--- config.mk ---
export PLATFORM = sky130hd
export DESIGN_NAME = stream_window_decoder
export DESIGN_NICKNAME = d
export VERILOG_FILES = /design/src/rtl/stream_window_decoder.sv
export SDC_FILE = /design/constraint.sdc
export NUM_CORES = 1
export LEC_CHECK = 0
export BUFFER_PORTS_ARGS = -buffer_cell sky130_fd_sc_hd__buf_4
export CAP_MARGIN = 20
export CELL_PAD_IN_SITES_DETAIL_PLACEMENT = 1
export CELL_PAD_IN_SITES_GLOBAL_PLACEMENT = 1
export CORE_ASPECT_RATIO = 2
export CORE_MARGIN = 1.5
export CORE_UTILIZATION = 35
export DETAILED_ROUTE_END_ITERATION = 8
export PLACE_DENSITY = 0.67
export SETUP_SLACK_MARGIN = 0.5
export SYNTH_ARGS = -nofsm -noshare
export SYNTH_HDL_FRONTEND = slang
export SYNTH_SLANG_ARGS = --single-unit
--- constraint.sdc ---
create_clock -name clk -period 3.1 [get_ports clk]
set_clock_uncertainty 0.2 [all_clocks]
set_input_delay 0.465 -clock clk [delete_from_list [all_inputs] [get_ports clk]]
set_output_delay 0.465 -clock clk [all_outputs]
set_load 0.01 [all_outputs]
--- src/rtl/stream_window_decoder.sv ---
// stream_window_decoder
// Turns NEURON_COUNT stochastic bitstreams into binary counts by summing ones
// over a window of 2**WINDOW_LOG2 cycles. Finished results are held and offered
// on a valid/ready handshake.
// Build option: define STREAM_DECODER_BIPOLAR_EN to report each lane as the
// signed value 2*ones - W instead of the plain ones count.
//
// state | meaning
// IDLE  | waiting for start
// ACCUM | sampling stream_in, one sample per cycle, W samples total
// HOLD  | result_count valid, waiting for result_ready
module stream_window_decoder #(
  parameter int NEURON_COUNT = 2,
  parameter int WINDOW_LOG2  = 8,
`ifdef STREAM_DECODER_BIPOLAR_EN
  localparam int CW = WINDOW_LOG2 + 2
`else
  localparam int CW = WINDOW_LOG2 + 1
`endif
) (
  input  logic                       clk,
  input  logic                       n_rst,
  input  logic                       start,
  input  logic [NEURON_COUNT-1:0]    stream_in,
  output logic                       busy,
  output logic                       result_valid,
  input  logic                       result_ready,
  output logic [NEURON_COUNT*CW-1:0] result_count
);

  localparam int AW = WINDOW_LOG2 + 1;
  localparam logic [WINDOW_LOG2-1:0] CNT_ONE = WINDOW_LOG2'(1);
`ifdef STREAM_DECODER_BIPOLAR_EN
  localparam logic [CW-1:0] W_VAL = CW'(2 ** WINDOW_LOG2);
`endif

  typedef enum logic [1:0] {
    IDLE  = 2'd0,
    ACCUM = 2'd1,
    HOLD  = 2'd2
  } state_t;

  state_t state, state_nxt;

  // Down-counter: loaded with W-1 at window start, the sample taken while it
  // reads zero is sample W and closes the window.
  logic [WINDOW_LOG2-1:0] win_cnt;
  logic [AW-1:0]          acc     [NEURON_COUNT];
  logic [AW-1:0]          sum     [NEURON_COUNT];
  logic [NEURON_COUNT*CW-1:0] res_nxt;
  logic                   clr_win;
  logic                   take_sample;
  logic                   load_res;

  // State register
  always_ff @(posedge clk or negedge n_rst) begin
    if (!n_rst) begin
      state <= IDLE;
    end else begin
      state <= state_nxt;
    end
  end

  // Next-state and datapath strobes
  always_comb begin
    state_nxt   = state;
    clr_win     = 1'b0;
    take_sample = 1'b0;
    load_res    = 1'b0;
    case (state)
      IDLE: begin
        if (start) begin
          state_nxt = ACCUM;
          clr_win   = 1'b1;
        end
      end
      ACCUM: begin
        take_sample = 1'b1;
        if (win_cnt == '0) begin
          state_nxt = HOLD;
          load_res  = 1'b1;
        end
      end
      HOLD: begin
        if (result_ready) begin
          if (start) begin
            state_nxt = ACCUM;
            clr_win   = 1'b1;
          end else begin
            state_nxt = IDLE;
          end
        end
      end
      default: state_nxt = IDLE;
    endcase
  end

  assign busy         = (state == ACCUM);
  assign result_valid = (state == HOLD);

  // Lane totals including the current sample; also the value latched at window end
  always_comb begin
    res_nxt = '0;
    for (int i = 0; i < NEURON_COUNT; i++) begin
      sum[i] = acc[i] + {{WINDOW_LOG2{1'b0}}, stream_in[i]};
`ifdef STREAM_DECODER_BIPOLAR_EN
      res_nxt[i*CW +: CW] = {sum[i], 1'b0} - W_VAL;
`else
      res_nxt[i*CW +: CW] = sum[i];
`endif
    end
  end

  // Window counter and per-lane accumulators
  always_ff @(posedge clk or negedge n_rst) begin
    if (!n_rst) begin
      win_cnt <= '0;
      for (int i = 0; i < NEURON_COUNT; i++) begin
        acc[i] <= '0;
      end
    end else if (clr_win) begin
      win_cnt <= '1;
      for (int i = 0; i < NEURON_COUNT; i++) begin
        acc[i] <= '0;
      end
    end else if (take_sample) begin
      win_cnt <= win_cnt - CNT_ONE;
      for (int i = 0; i < NEURON_COUNT; i++) begin
        acc[i] <= sum[i];
      end
    end
  end

  // Result holding register, written only when a window closes
  always_ff @(posedge clk or negedge n_rst) begin
    if (!n_rst) begin
      result_count <= '0;
    end else if (load_res) begin
      result_count <= res_nxt;
    end
  end

endmodule

==> results.txt <==
* Clock net sink count: between 40 and 50
* Clock transition at the register clock pins on the worst setup and hold paths after CTS: 60 ps
* Setup Viol. Count Final: 0
- Number of instances in the synthesized netlist: 232
- The count of final max-slew check failures came to 0.
* Final worst path period share: about three quarters
- Element type at the critical path start: flip-flop
* Clock Tree Root: sky130_fd_sc_hd__clkbuf_16
- Data on the critical path is required at its endpoint by 3060 ps.
* Sequential share of the synthesized area: 52.0%
- Violated checks: hold timing
- Number of library cell types mapped by synthesis: 32
* Drc violations: 0
- Dividing total power by cell area gives a power density of between 600 and 700 mW/mm².
* Category of the critical setup timing path: reg2reg
- Routed vias: 1679
* Peak fanout along the critical path: 26
- Number of buffers created by CTS: 5
* Area Growth Syn to Fin: 20.5%
* Diode count: 0
- Using the TritonRoute via totals, the vias-per-cell ratio works out to 4.95.
* Worst hold slack across all endpoints: -16.0 ps
* Final-layout setup total negative slack: 0 ps
* Number of instances resized during post-cts repair: 0
- Pin slew with the least headroom to its limit: 592 ps
* Average cell area after synthesis: roughly 9.5 µm²
- Number of warning messages in the yosys log: 0
- The tightest min-delay check is of the in2async type.
- First-pass DRT Iterations: 4
- Post-CTS Repair Setup Buffers: 0
- The final layout contains 266 nets.
- Number of hold violations in the final report: 46
* Nets in the synthesized netlist: 244
* Buffer levels on the longest clock path: 2
- Port-buffer cells: 25
- Number of global-route vias before repair: 1786
- After detailed placement, the total cell area comes to roughly 0.0025 mm².
- All-Layer GR Usage: 16.2%
* Category of the worst setup path capture point: flip-flop
* TritonCTS clock tree: yes
- The routed design has 4.73 mm of wire.
- Global-route wire length before repair: about 8 mm
- Total congestion overflow after global routing: 0
* Initial Utilization: 36.5%
* Total non-filler cell area in the finished layout: 0.00267 mm²
* Clock latency of the later-clocked register in the worst-skew pair: 290 ps
* Total of hold buffers inserted after clock tree synthesis: 0
- Entering global routing, the biggest net connects 47 pins.
* Number of DRC markers after the initial detailed-route iteration: 51
* Lkg Pwr: 1.20 nW
- In this run the tightest slew margin relative to its limit is 60.5%.
* Area of the die: ~0.007 mm²
- Cells with a size suffix above 1 make up 16.5% of the layout.
- Dividing the detail-routed wire length by the instance count gives 14.0 µm.
* Vertical die dimension: 115 µm
- The number of antenna violations at the first check in global routing is 0.
* Routability Congestion: around 0.7
- The region available for standard cell placement spans around 0.0061 mm².
- Setup repair after global routing left no endpoint under its margin.
- Worst voltage drop across the vdd grid: 307 µV
* Worst EP arrival: around 2400 ps
- The run finished, with violations left.
* Antenna Nets Post-Route: 0
- Achievable clock frequency: 419 MHz
* Overall die width: 59.2 µm
- H-Tree Level Count: 2
* Post-detail-place hpwl: between 3 and 4 mm
* Number of register bits inferred by synthesis: between 40 and 50
* Max-cap viol count: 0
* Final min period: approximately 2400 ps
- Number of rows created at floorplan: 40
- Boundary pin count: 26
* Cell area after technology mapping: 0.00221 mm²
critical path: stages (launching register included):
cell and delay, ps:
sky130_fd_sc_hd__dfrtp_1 390, sky130_fd_sc_hd__inv_1 110, sky130_fd_sc_hd__ha_1 140, sky130_fd_sc_hd__or4b_1 440, sky130_fd_sc_hd__or3_1 530, sky130_fd_sc_hd__buf_4 300
sky130_fd_sc_hd__nand2_1 80, sky130_fd_sc_hd__o21ai_0 80
cell usage after synthesis:
cell,instances,area (µm²)
sky130_fd_sc_hd__a21oi_1,6,30.0
sky130_fd_sc_hd__o22ai_1,2,12.5
sky130_fd_sc_hd__a31oi_1,1,6.26
sky130_fd_sc_hd__buf_1,2,7.51
sky130_fd_sc_hd__or3_1,4,25.0
sky130_fd_sc_hd__nand3_1,12,60.1
sky130_fd_sc_hd__inv_1,10,37.5
sky130_fd_sc_hd__xor2_1,6,52.6
sky130_fd_sc_hd__buf_2,1,5.00
sky130_fd_sc_hd__or4b_1,1,10.0
sky130_fd_sc_hd__nor2_1,12,45.0
sky130_fd_sc_hd__nand2b_1,2,12.5
sky130_fd_sc_hd__and2_1,1,6.26
sky130_fd_sc_hd__o31ai_1,2,15.0
sky130_fd_sc_hd__ha_1,6,75.1
sky130_fd_sc_hd__nand2_1,40,150
sky130_fd_sc_hd__dfrtp_1,46,1150
sky130_fd_sc_hd__nor4_1,3,18.8
sky130_fd_sc_hd__clkbuf_1,9,33.8
sky130_fd_sc_hd__a22o_1,2,17.5
sky130_fd_sc_hd__o21bai_1,3,22.5
sky130_fd_sc_hd__xnor2_1,13,114
sky130_fd_sc_hd__o21ai_0,30,150
sky130_fd_sc_hd__o211ai_1,1,7.51
sky130_fd_sc_hd__and3_1,5,31.3
sky130_fd_sc_hd__a21o_1,1,7.51
sky130_fd_sc_hd__nand4_1,3,18.8
sky130_fd_sc_hd__mux2_2,3,33.8
sky130_fd_sc_hd__mux2_4,1,15.0
sky130_fd_sc_hd__or4b_2,1,10.0
sky130_fd_sc_hd__or4_1,1,7.51
sky130_fd_sc_hd__buf_6,2,22.5
path summary, 6_finish.rpt:
check                                             startpoint                      endpoint  slack (ps)  cells after the start
worst min-delay path                                   n_rst   result_count[5]$_DFFE_PN0P_         -20                      1
worst min register to register  result_count[15]$_DFFE_PN0P_  result_count[15]$_DFFE_PN0P_         280                      2
max in group asynchronous                              n_rst            acc[6]$_DFFE_PN0P_        2320                      1
worst max register to register        win_cnt[0]$_DFFE_PN0P_   result_count[8]$_DFFE_PN0P_         710                      7
worst max-delay path                  win_cnt[0]$_DFFE_PN0P_   result_count[8]$_DFFE_PN0P_         710                      7
min in group clk                                result_ready          state[1]$_DFFE_PN0P_         160                      2
through the flow:
step | setup WS (ps) | cells | hold slack [ps] | util [%] | total power [mW]
2_1_floorplan | 913 | 232 | -30.6 | - | 1.00
3_3_place_gp | 794 | 331 | 264 | 40.7 | 1.09
3_5_place_dp | 726 | 331 | 272 | 40.7 | 1.10
4_1_cts | 716 | 339 | 2.27 | 44.0 | 1.83
5_1_grt | 556 | 339 | 29.1 | 44.0 | 1.90
6_report | 714 | 339 | -16.0 | 44.0 | 1.80
sequential cells by signal, summed over array words and instances (netlist names):
signal / count
win_cnt: 8
acc: 18
result_count: 18
state: 2
layout by cell type (no fill, tap or decap):
| cell | instances |
|---|---|
| sky130_fd_sc_hd__nor4_1 | 3 |
| sky130_fd_sc_hd__nand3_1 | 12 |
| sky130_fd_sc_hd__nand2b_1 | 2 |
| sky130_fd_sc_hd__o21bai_1 | 3 |
| sky130_fd_sc_hd__xor2_1 | 6 |
| sky130_fd_sc_hd__a22o_1 | 2 |
| sky130_fd_sc_hd__o31ai_1 | 2 |
| sky130_fd_sc_hd__or4_1 | 1 |
| sky130_fd_sc_hd__xnor2_1 | 13 |
| sky130_fd_sc_hd__a31oi_1 | 1 |
| sky130_fd_sc_hd__clkbuf_8 | 1 |
| sky130_fd_sc_hd__buf_4 | 29 |
| sky130_fd_sc_hd__nand2_1 | 40 |
| sky130_fd_sc_hd__a21o_1 | 1 |
| sky130_fd_sc_hd__a21oi_1 | 6 |
| sky130_fd_sc_hd__o22ai_1 | 2 |
| sky130_fd_sc_hd__o21ai_0 | 30 |
| sky130_fd_sc_hd__nor2_1 | 12 |
| sky130_fd_sc_hd__nand4_1 | 3 |
| sky130_fd_sc_hd__and3_1 | 5 |
| sky130_fd_sc_hd__or4b_1 | 1 |
| sky130_fd_sc_hd__clkbuf_16 | 5 |
| sky130_fd_sc_hd__or4b_2 | 1 |
| sky130_fd_sc_hd__and2_1 | 1 |
| sky130_fd_sc_hd__bufinv_16 | 2 |
| sky130_fd_sc_hd__ha_1 | 6 |
| sky130_fd_sc_hd__mux2_4 | 1 |
| sky130_fd_sc_hd__mux2_2 | 3 |
| sky130_fd_sc_hd__inv_1 | 10 |
| sky130_fd_sc_hd__dfrtp_1 | 46 |
| sky130_fd_sc_hd__o211ai_1 | 1 |
| sky130_fd_sc_hd__or3_1 | 4 |
power by group:
group	leakage [nW]	total [mW]	switching (mW)	internal, mW
clock network	0.0971	0.708	0.224	0.484
registers	0.518	0.775	0.0856	0.690
logic	0.587	0.312	0.173	0.139
final cells by class:
cell class | count | area (µm²)
Tap cell | 84 | 105
Multi-Input combinational cell | 162 | 955
Inverter | 10 | 37.5
Fill cell | 707 | 3390
Timing Repair Buffer | 29 | 218
Clock buffer | 6 | 139
Sequential cell | 46 | 1150
Clock inverter | 2 | 60.1
cell families (layout without fill, tap and decap cells):
| family | after synthesis | in the layout | share of synthesized area, % |
|---|---|---|---|
| fa+ha+maj | 6 | 6 | 3.39 |
| compound gates | 48 | 48 | 12.2 |
| flops | 46 | 46 | 52.0 |
| xor+xnor | 19 | 19 | 7.52 |
| simple gates | 85 | 85 | 17.9 |
| buf+inv | 24 | 47 | 4.81 |
| mux | 4 | 4 | 2.21 |
metal layers:
layer | routed length [µm] | global-route usage, % | part of all wire [%] | vias up
met5 | 0 | 0 | 0 | -
met4 | 173 | 10.3 | 3.7 | 0
met3 | 128 | 3.01 | 2.7 | 8
met2 | 2550 | 28.9 | 54 | 33
met1 | 1880 | 16.5 | 40 | 811
li1 | - | - | - | 827
Power figures use the tool's default switching activity.
